**config.mk**
```make
export PLATFORM = sky130hd
export DESIGN_NAME = mux_arb
export DESIGN_NICKNAME = d
export VERILOG_FILES = /design/src/rtl/mux_arb_pkg.sv /design/src/rtl/mux_arb_mux2.sv /design/src/rtl/mux_arb.sv
export SDC_FILE = /design/constraint.sdc
export NUM_CORES = 1
export LEC_CHECK = 0
export CORE_ASPECT_RATIO = 0.7
export CORE_UTILIZATION = 40
export CTS_BUF_LIST = sky130_fd_sc_hd__clkbuf_8
export DETAILED_ROUTE_END_ITERATION = 8
export PLACE_DENSITY = 0.74
export SETUP_SLACK_MARGIN = 0.2
export SLEW_MARGIN = 20
export SYNTH_ARGS = -nofsm -noshare
export SYNTH_HDL_FRONTEND = slang
export SYNTH_SLANG_ARGS = --single-unit
```
**constraint.sdc**
```tcl
create_clock -name clk -period 2.8 [get_ports clk]
set_input_delay 0.56 -clock clk [delete_from_list [all_inputs] [get_ports clk]]
set_output_delay 0.56 -clock clk [all_outputs]
set_load 0.01 [all_outputs]
```
**src/rtl/mux_arb_pkg.sv**
```systemverilog
// Shared types and constants for the two-requester output arbiter.
// Holds the arbiter state enum, the source enum and the burst default.
package mux_arb_pkg;

    typedef enum logic [1:0] {
        IDLE  = 2'd0,
        OWN_A = 2'd1,
        OWN_B = 2'd2
    } state_t;

    typedef enum logic {
        SRC_A = 1'b0,
        SRC_B = 1'b1
    } src_t;

    localparam int MAX_BURST_DEF = 4;

endpackage

```
**src/rtl/mux_arb_mux2.sv**
```systemverilog
// Day1 8-bit 2:1 data mux; y follows b when sel is high, else a.
// Ports: a, b (8-bit data in), sel (select), y (8-bit data out).
module mux_arb_mux2 (
    input  logic [7:0] a,
    input  logic [7:0] b,
    input  logic       sel,
    output logic [7:0] y
);

    assign y = sel ? b : a;

endmodule

```
**src/rtl/mux_arb.sv**
```systemverilog
// Two-requester arbiter feeding one registered output slot, with a burst
// limit so one source cannot starve the other for more than MAX_BURST beats.
// Ports: clk, reset (sync, active high); a_valid_i/a_data_i/a_ready_o and
// b_valid_i/b_data_i/b_ready_o requesters; y_valid_o/y_data_o/y_src_o
// output slot with y_ready_i from the consumer.
// Build option: define MUX_ARB_RR_EN for round-robin IDLE contention;
// otherwise A always wins contention from IDLE.
module mux_arb
    import mux_arb_pkg::*;
#(
    parameter int MAX_BURST = MAX_BURST_DEF
) (
    input  logic       clk,
    input  logic       reset,
    input  logic       a_valid_i,
    input  logic [7:0] a_data_i,
    output logic       a_ready_o,
    input  logic       b_valid_i,
    input  logic [7:0] b_data_i,
    output logic       b_ready_o,
    output logic       y_valid_o,
    output logic [7:0] y_data_o,
    output logic       y_src_o,
    input  logic       y_ready_i
);

    localparam logic [3:0] BURST_LIM = 4'(MAX_BURST);

    state_t     state;
    logic [3:0] burst_cnt;
    src_t       last_src;

    logic       y_valid;
    logic [7:0] y_data;
    src_t       y_src;

    logic       grant_vld;
    src_t       grant;
    logic       load_en;
    logic       xfer;
    logic       owned;
    logic [3:0] cnt_next;
    logic [7:0] sel_data;

    // Grant selection; a grant is only ever issued to a valid requester.
    always_comb begin
        grant_vld = 1'b0;
        grant     = SRC_A;
        case (state)
            OWN_A: begin
                if (a_valid_i && (burst_cnt < BURST_LIM || !b_valid_i)) begin
                    grant_vld = 1'b1;
                    grant     = SRC_A;
                end else if (b_valid_i) begin
                    grant_vld = 1'b1;
                    grant     = SRC_B;
                end
            end
            OWN_B: begin
                if (b_valid_i && (burst_cnt < BURST_LIM || !a_valid_i)) begin
                    grant_vld = 1'b1;
                    grant     = SRC_B;
                end else if (a_valid_i) begin
                    grant_vld = 1'b1;
                    grant     = SRC_A;
                end
            end
            default: begin
                if (a_valid_i && b_valid_i) begin
                    grant_vld = 1'b1;
`ifdef MUX_ARB_RR_EN
                    grant = (last_src == SRC_A) ? SRC_B : SRC_A;
`else
                    grant = SRC_A;
`endif
                end else if (a_valid_i) begin
                    grant_vld = 1'b1;
                    grant     = SRC_A;
                end else if (b_valid_i) begin
                    grant_vld = 1'b1;
                    grant     = SRC_B;
                end
            end
        endcase
    end

    assign load_en = !y_valid || y_ready_i;
    // Reset suppresses any handshake in the reset cycle itself.
    assign xfer    = load_en && grant_vld && !reset;

    assign a_ready_o = xfer && (grant == SRC_A);
    assign b_ready_o = xfer && (grant == SRC_B);

    // Continuing an existing burst extends the count; a new owner restarts at 1.
    assign owned = (state == OWN_A && grant == SRC_A) ||
                   (state == OWN_B && grant == SRC_B);
    assign cnt_next = !owned ? 4'd1 :
                      (burst_cnt == 4'hF) ? 4'hF : burst_cnt + 4'd1;

    mux_arb_mux2 u_mux (
        .a   (a_data_i),
        .b   (b_data_i),
        .sel (grant == SRC_B),
        .y   (sel_data)
    );

    always_ff @(posedge clk) begin
        if (reset) begin
            state     <= IDLE;
            burst_cnt <= 4'd0;
            last_src  <= SRC_B;
            y_valid   <= 1'b0;
            y_data    <= 8'h00;
            y_src     <= SRC_A;
        end else begin
            if (xfer) begin
                y_valid   <= 1'b1;
                y_data    <= sel_data;
                y_src     <= grant;
                state     <= (grant == SRC_A) ? OWN_A : OWN_B;
                burst_cnt <= cnt_next;
                last_src  <= grant;
            end else begin
                if (y_ready_i) begin
                    y_valid <= 1'b0;
                end
                if (!a_valid_i && !b_valid_i) begin
                    state     <= IDLE;
                    burst_cnt <= 4'd0;
                end
            end
        end
    end

    assign y_valid_o = y_valid;
    assign y_data_o  = y_data;
    assign y_src_o   = y_src;

endmodule

```
==> run summary, run 1 <==
fillers - 170
drt first pass iters - 6
CTS Sinks - 16
floorplan core area - 1950 sq um
Worst Tran Pin Value - 0.597 ns
Leakage - 0.581 nW
buffer and inverter count on the worst path - 2
Relative slew margins - 0.598
First DRT Iteration DRCs - 51
number of max-cap violations - 0
min cycle time layout - 2.53 ns
clk slew on worst S/H paths - 0.07 ns
proportion of layout cells with a drive suffix above 1 - 0.144
Mapped Cells - 105
maximum fanout along the worst path - 6
crit-path cells - dlygate4sd2_1 > or4b_1 > o21ai_1 > or3_4 > and2_1 > clkdlybuf4s15_1
clock buffer depth - 2
CP arrival - 1.97 ns
CTS Root Cell - clkbuf_8
status - finished, violations left
CTS buffer count - 3
worst min path class - reg -> reg
DRC errors left - 1
Die Y - 41.2 um
Congestion Overflow GR - 0
CTS HTree Levels - 1
main flop type after synthesis - dfxtp_1
All-Layer GR Usage - 0.203
Starting Density - 0.449
routability cong. - 0.839
reg2reg path depth - 8
Req. time, crit path - 2.24 ns
first-pass GRT wire length - 3490 um
total power - 604 uW
Routed WL - 2290 um
Post-synth EDFFs - 0
hold_ws - 0.480 ns
CP Class - in -> out
power per standard cell area - 451 nW/um^2
Fmax - 396 MHz
Final period util - 0.902
Syn Nets - 129
drt wl/cell - 13.6 um
register area share after synthesis - 0.366
CTS tree - done
I/O pin cnt - 33
Post-Layout Cell Count - 168
clock latency on the worst-skew pair - 0.25 ns
maximum vdd drop - 0.000349 V
post-synthesis cell type count - 29
Hold Buf Count CTS - 0
Levels on crit path - 6
Worst Skew - 0.00445 ns
type of origin of the critical path - primary input
Post-Syn Area - 876 sq um
antenna violations before repair - 0
die outline width - 57.9 um
final core utilization - 0.687
ANT cells - 0
die area - 2380 sq um
remaining antenna violation count - 0
Row Count - 13
HPWL Detailed - 1690 um
Hold Vio Cnt, Final - 0
# placed instances - 164
via count - 916
worst-path cell with the longest stage delay - or4b_1
final setup fails - 0
fin nets - 171
Syn Area/Cell - 8.34 sq um
Crit. End Element - output pin
Synth async-reset ratio - 0
Area growth, synth to finish - 53.0%
Post-CTS Setup Inserts - 0
Seq cells post-synth - 16
Yosys warnings - 0
unrepaired setup endpoints after global routing - false
largest net degree at the start of global routing - 21
hold path depth - 2
Fin Setup TNS - 0 ns
max-slew violations - 0
mean number of vias per cell - 5.45
Port Buffers - 32
vias in the first global route - 777
top cell family by delay on the critical path - simple AND/OR/NAND/NOR gates
slowest stage delay, CP - 0.46 ns
violated checks - DRC
-- cells in the mapped netlist, drive strengths merged (2+ instances only) --
master | number | area share
inv | 7 | 0.030
nor2 | 19 | 0.081
nor3 | 5 | 0.029
a21oi | 4 | 0.023
clkbuf | 4 | 0.017
o22a | 2 | 0.020
dfxtp | 16 | 0.37
nand2b | 3 | 0.021
a31oi | 2 | 0.014
o21ai | 3 | 0.017
nand3 | 2 | 0.011
a2bb2oi | 2 | 0.020
ha | 3 | 0.043
nand2 | 4 | 0.017
nor2b | 2 | 0.014
mux2i | 8 | 0.091
a211oi | 8 | 0.069
-- layout by cell type (no fill, tap or decap), types with 2 or more instances in the layout --
cell and instances:
dfxtp_1 15, buf_4 10, a31oi_1 2, a21oi_1 4, nor2_1 19, nand2_1 4, nor2b_1 2, o21ai_0 2
nand3_1 2, inv_1 6, clkdlybuf4s50_1 28, a211oi_1 8, nor3_1 4, mux2i_1 8, o22a_1 2, ha_1 2
clkbuf_8 4, a2bb2oi_1 2, nand2b_1 3
-- flip-flops by register name (all words and copies together) (netlist names) --
signal / flops
burst_cnt: 4
state: 2
y_data_o: 8
y_src_o: 1
y_valid_o: 1
-- routing by layer --
layer / track usage / part of all wire / vias to the layer above
li1: - / - / 450
met1: 0.244 / 0.43 / 427
met2: 0.353 / 0.48 / 35
met3: 0.0820 / 0.084 / 4
met4: 0.0357 / 0.011 / 0
met5: 0 / 0 / -
-- worst min-delay path, delay by kind of cell, from the launching register on --
kind | cells | cell delay, ns
compound gates | 1 | 0.06
flops | 1 | 0.31
simple gates | 1 | 0.06
-- layout make-up --
class / instances / area, sq um / area share
Multi-Input combinational cell: 77 / 512 / 0.382
Tap cell: 22 / 27.5 / 0.0205
Clock buffer: 4 / 55.1 / 0.0411
Timing Repair Buffer: 42 / 398 / 0.297
Inverter: 7 / 26.3 / 0.0196
Sequential cell: 16 / 322 / 0.240
-- repair_timing --
action	4_1_cts	5_1_grt
pin swaps	0	2
setup endpoints to repair	2	2
resized for setup	7	6
-- report_power, final --
part	switching, mW	internal [mW]	total (mW)
clock network	0.0819	0.125	0.207
logic	0.0616	0.0858	0.147
registers	0.00828	0.242	0.250
total	0.152	0.453	0.604
-- logic make-up (layout without fill, tap and decap cells) --
group / Yosys count / count (layout) / synth area share
flip-flops: 16 / 16 / 0.366
adder cells (fa/ha/maj): 3 / 3 / 0.0429
AND/OR/NAND/NOR: 40 / 40 / 0.221
AO/OA/AOI/OAI: 26 / 26 / 0.209
buffers and inverters: 12 / 53 / 0.0700
multiplexers: 8 / 8 / 0.0914
-- final timing paths --
check             slack (ns)  startpoint           to
setup / recovery        0.27   a_valid_i    a_ready_o
hold / removal          0.48     y_src_o      y_src_o
setup reg to reg        0.86    state[0]  y_data_o[2]
hold reg to reg         0.48     y_src_o      y_src_o
-- stage by stage --
stage               worst slack [ns]  area (sq um)
finish                         0.273          1340
global route                   0.186          1340
CTS                            0.189          1320
detailed placement            -0.311          1270
global placement              -0.251          1270
floorplan                      0.513           876
No activity file was read; power rests on OpenSTA's default activity.
==> run 2, diff against run 1 <==
--- a/config.mk
+++ b/config.mk
@@ -7,7 +7,6 @@
 export LEC_CHECK = 0
 export CORE_ASPECT_RATIO = 0.7
 export CORE_UTILIZATION = 40
-export CTS_BUF_LIST = sky130_fd_sc_hd__clkbuf_8
 export DETAILED_ROUTE_END_ITERATION = 8
 export PLACE_DENSITY = 0.74
 export SETUP_SLACK_MARGIN = 0.2
==> constraint.sdc (replaced) <==
create_clock -name clk -period 2.8 [get_ports clk]
set_input_delay 0.56 -clock clk [delete_from_list [all_inputs] [get_ports clk]]
set_output_delay 0.56 -clock clk [all_outputs]
set_load 0.05 [all_outputs]
==> run 2 against run 1 <==
Against the previous run: the run still ends with DRC left; total power fell by 0.14%; sequential power barely moved; combinational power rose by 31%; register-to-register slack got worse by 0.12 ns; cell count rose by 0.60%; maximum frequency fell by 0.55%; critical path type is now reg -> out; critical endpoint is now b_ready_o; largest cell class unchanged.
==> run summary, run 2 (same netlist as run 1, synthesis figures left out) <==
CTS tree - done
Worst Hold Launch - y_data_o[5]
multi-input logic area - 527 sq um
Hold Buf Count CTS - 0
most frequent cells in the layout - 28 x clkdlybuf4s50_1, 19 x nor2_1, 14 x dfxtp_1, 11 x buf_4
Congestion Overflow GR - 0
Crit. End Element - output pin
mean number of vias per cell - 5.41
largest net degree at the start of global routing - 21
r2r startpoint - state[0]
die outline width - 57.9 um
number of max-cap violations - 0
max-slew violations - 0
Leakage - 0.578 nW
final setup fails - 0
CP arrival - 1.98 ns
Req. time, crit path - 2.24 ns
maximum vdd drop - 0.000227 V
Fmax - 394 MHz
CTS HTree Levels - 1
HPWL Detailed - 1690 um
proportion of layout cells with a drive suffix above 1 - 0.184
first-pass GRT wire length - 3680 um
remaining antenna violation count - 0
First DRT Iteration DRCs - 67
most common cell after layout, fill and taps aside - clkdlybuf4s50_1
fillers - 157
I/O pin cnt - 33
status - finished, violations left
Fin Setup TNS - 0 ns
Row Count - 13
Starting Density - 0.449
All-Layer GR Usage - 0.213
ANT cells - 0
routability cong. - 0.795
drt wl/cell - 14.0 um
floorplan core area - 1950 sq um
Worst Tran Pin Value - 0.533 ns
unrepaired setup endpoints after global routing - false
CTS buffer count - 3
Register Area - 325 sq um
DRC errors left - 1
Worst Skew - 0.0123 ns
CP Class - reg -> out
crit path launch - state[0]
type of origin of the critical path - flip-flop
fin nets - 172
clock latency on the worst-skew pair - 0.30 ns
Hold Vio Cnt, Final - 0
Die Y - 41.2 um
max reg flops - 8
violated checks - DRC
reg2reg path depth - 9
via count - 914
Relative slew margins - 0.641
worst min path class - reg -> reg
maximum fanout along the worst path - 4
power per standard cell area - 442 nW/um^2
die area - 2380 sq um
Final period util - 0.907
clk slew on worst S/H paths - 0.09 ns
vias in the first global route - 819
drt first pass iters - 6
antenna violations before repair - 0
Routed WL - 2370 um
CTS Sinks - 16
CTS Root Cell - clkbuf_4
Area growth, synth to finish - 55.9%
Port Buffers - 32
min cycle time layout - 2.54 ns
total power - 604 uW
clock buffer depth - 2
hold path depth - 2
-- run 2: cell count changes in the layout (fill, tap and decap cells not counted), sizes merged --
cell / change
dlygate4sd2: +1
dlymetal6s2s: -1
buf: +2
clkdlybuf4s15: -1
-- run 2: layout make-up --
class / count / share of cell area
Tap cell: 22 / 0.0202
Inverter: 7 / 0.0211
Sequential cell: 16 / 0.238
Multi-Input combinational cell: 77 / 0.386
Timing Repair Buffer: 43 / 0.308
Clock buffer: 4 / 0.0266
-- run 2: path summary, 6_finish.rpt --
check                                    to  slack, ns
worst min register to register  y_data_o[5]       0.50
worst min-delay path            y_data_o[5]       0.50
worst max-delay path              b_ready_o       0.26
worst max register to register  y_data_o[1]       0.74
-- run 2: timing repair --
action,CTS,global route
setup endpoints to repair,2,1
pin swaps,2,2
buffers inserted,3,1
hold endpoints to repair,0,0
resized for setup,6,6
-- run 2: per-stage QoR --
stage          hold slack, ns  std cells  instance area (sq um)  utilization  worst slack [ns]
3_3_place_gp            0.467        161                   1270        0.649             0.132
3_5_place_dp            0.472        161                   1270        0.649             0.111
5_1_grt                 0.531        169                   1370        0.699             0.199
4_1_cts                 0.491        168                   1340        0.685             0.204
6_report                0.502        169                   1370        0.699             0.259
2_1_floorplan           0.453        105                    876            -             0.287
-- run 2: routing by layer --
| layer | vias up | part of all wire | GRT usage |
|---|---|---|---|
| met2 | 33 | 0.50 | 0.385 |
| met5 | - | 0 | 0 |
| met4 | 0 | 0.0034 | 0.0179 |
| met3 | 2 | 0.062 | 0.0694 |
| met1 | 424 | 0.44 | 0.264 |
| li1 | 455 | - | - |
-- run 2: power breakdown --
part | leakage, nW | internal (mW) | switching (mW)
Sequential | 0.133 | 0.241 | 0.00894
Combinational | 0.424 | 0.0913 | 0.102
Clock | 0.0210 | 0.0792 | 0.0807
-- run 2: worst max-delay path, stage by stage, from the launching register on --
cell	delay, ns
dfxtp_4	0.38
inv_2	0.05
ha_4	0.25
a21bo_2	0.22
or3_4	0.36
or2_4	0.26
inv_4	0.06
buf_12	0.12
==> run 3, diff against run 2 <==
--- a/config.mk
+++ b/config.mk
@@ -9,7 +9,8 @@
 export CORE_UTILIZATION = 40
 export DETAILED_ROUTE_END_ITERATION = 8
 export PLACE_DENSITY = 0.74
-export SETUP_SLACK_MARGIN = 0.2
+export REMOVE_ABC_BUFFERS = 1
+export SETUP_SLACK_MARGIN = 0.05
 export SLEW_MARGIN = 20
 export SYNTH_ARGS = -nofsm -noshare
 export SYNTH_HDL_FRONTEND = slang
==> run 3 against run 2 <==
Against the previous run: the run now ends clean; die area did not move; utilization fell by 4.0 points; sequential share of layout area rose by 1.1 points; non-clock buffer count fell by 6; final area fell by 5.7%; sequential power barely moved; register-to-register slack improved by 0.02 ns; wire length fell by 7.2%.
==> run summary, run 3 (same netlist as run 1, synthesis figures left out) <==
status - completed
Congestion Overflow GR - 0
hold path depth - 2
CP Class - reg -> out
Req. time, crit path - 2.24 ns
proportion of layout cells with a drive suffix above 1 - 0.106
min cycle time layout - 2.67 ns
worst min path class - reg -> reg
Crit. End Element - output pin
M1 WL - 947 um
max-slew violations - 0
Area growth, synth to finish - 47.0%
most common cell after layout, fill and taps aside - clkdlybuf4s50_1
Final period util - 0.955
logic gate share of total power - 0.311
CTS buffer count - 3
# placed instances - 159
Worst Skew - 0.00957 ns
maximum vdd drop - 0.000336 V
antenna violations before repair - 0
dpl ws - 0.0440 ns
Met3 Routed Length - 165 um
switching share of power - 0.311
via count - 884
highest routed metal layer - met4
Flop pwr share - 0.426
All-Layer GR Usage - 0.206
hold worst-path end - y_src_o
Post-CTS Setup Inserts - 0
die area - 2380 sq um
die outline width - 57.9 um
largest net degree at the start of global routing - 21
remaining antenna violation count - 0
drt wl/cell - 13.5 um
I/O pin cnt - 33
P_int - 404 uW
first-pass GRT wire length - 3480 um
ANT cells - 0
Worst Hold Launch - y_src_o
sw power - 182 uW
Port Buffers - 32
power per standard cell area - 455 nW/um^2
Starting Density - 0.449
Worst Tran Pin Value - 0.527 ns
clk slew on worst S/H paths - 0.10 ns
Fmax - 374 MHz
most frequent cells in the layout - 29 x clkdlybuf4s50_1, 19 x nor2_1, 15 x dfxtp_1, 8 x mux2i_1, 8 x a211oi_1
drt first pass iters - 4
total power - 586 uW
clock latency on the worst-skew pair - 0.29 ns
Relative slew margins - 0.645
reg2reg path depth - 8
r2r setup slk - 0.76 ns
final setup fails - 0
crit path launch - state[0]
CP arrival - 2.11 ns
HPWL Detailed - 1640 um
type of origin of the critical path - flip-flop
Fin Setup TNS - 0 ns
First DRT Iteration DRCs - 30
CTS tree - done
CTS HTree Levels - 1
Met2 Wirelength - 1070 um
Final WS setup - 0.127 ns
Routed WL - 2200 um
Die Y - 41.2 um
max reg flops - 8
mean number of vias per cell - 5.42
Leakage - 0.549 nW
Hold Vio Cnt, Final - 0
Post-Layout Cell Count - 163
clock buffer depth - 2
CTS Sinks - 16
maximum fanout along the worst path - 4
reg2reg end - y_data_o[3]
Row Count - 13
number of max-cap violations - 0
unrepaired setup endpoints after global routing - false
vias in the first global route - 817
fin nets - 166
DRC errors left - 0
clock network power share - 0.263
routability cong. - 0.839
floorplan core area - 1950 sq um
CTS Root Cell - clkbuf_4
r2r startpoint - state[0]
[run 3: changes by cell type in the layout (fill, tap and decap cells not counted), sizes merged]
| cell | delta |
|---|---|
| buf | -6 |
| clkdlybuf4s50 | +1 |
| dlygate4sd2 | -1 |
[run 3: layer usage]
metal	GRT usage	vias to the layer above
met5	0	-
met4	0.0536	0
met3	0.0694	2
met2	0.391	28
met1	0.229	409
li1	-	445
[run 3: how the worst max path moves through the flow]
stage | slack (ns) | to | cells after the start
4_1_cts | 0.10 | b_ready_o | 7
3_5_place_dp | 0.04 | b_ready_o | 7
5_1_grt | 0.06 | b_ready_o | 7
2_1_floorplan | -0.20 | b_ready_o | 5
6_report | 0.13 | b_ready_o | 7
3_3_place_gp | 0.07 | b_ready_o | 7
[run 3: area by class of cell]
class,count,area (sq um)
multi-input combinational,77,499
fill,173,664
timing repair buffer,37,377
tap,22,27.5
clock buffer,4,36.3
sequential,16,322
inverter,7,26.3
[run 3: power groups by stage]
stage / Sequential [mW] / Clock, mW / Combinational (mW)
6_report: 0.250 / 0.154 / 0.182
5_1_grt: 0.252 / 0.169 / 0.196
4_1_cts: 0.250 / 0.159 / 0.182
3_5_place_dp: 0.255 / 0 / 0.181
3_3_place_gp: 0.254 / 0 / 0.178
2_1_floorplan: 0.293 / 0 / 0.0621
[run 3: critical path, stage by stage, from the launching register on]
cell	delay, ns
dfxtp_2	0.36
inv_1	0.05
ha_1	0.34
a21bo_2	0.26
or3_4	0.34
or2_1	0.23
inv_1	0.10
buf_12	0.14
[run 3: what timing repair did]
action / in CTS / in global routing
hold buffers: 0 / 0
endpoints found under the setup margin: 1 / 1
pin swaps: 0 / 0
gates resized for setup: 1 / 1
endpoints found under the hold margin: 0 / 0
[run 3: per-stage QoR]
stage                     area (sq um)  utilization  hold WS [ns]
after CTS                         1290        0.659         0.490
after detailed placement          1250        0.641         0.475
after global placement            1250        0.641         0.465
final                             1290        0.660         0.490
after floorplan                    841            -         0.447
after global routing              1290        0.660         0.514
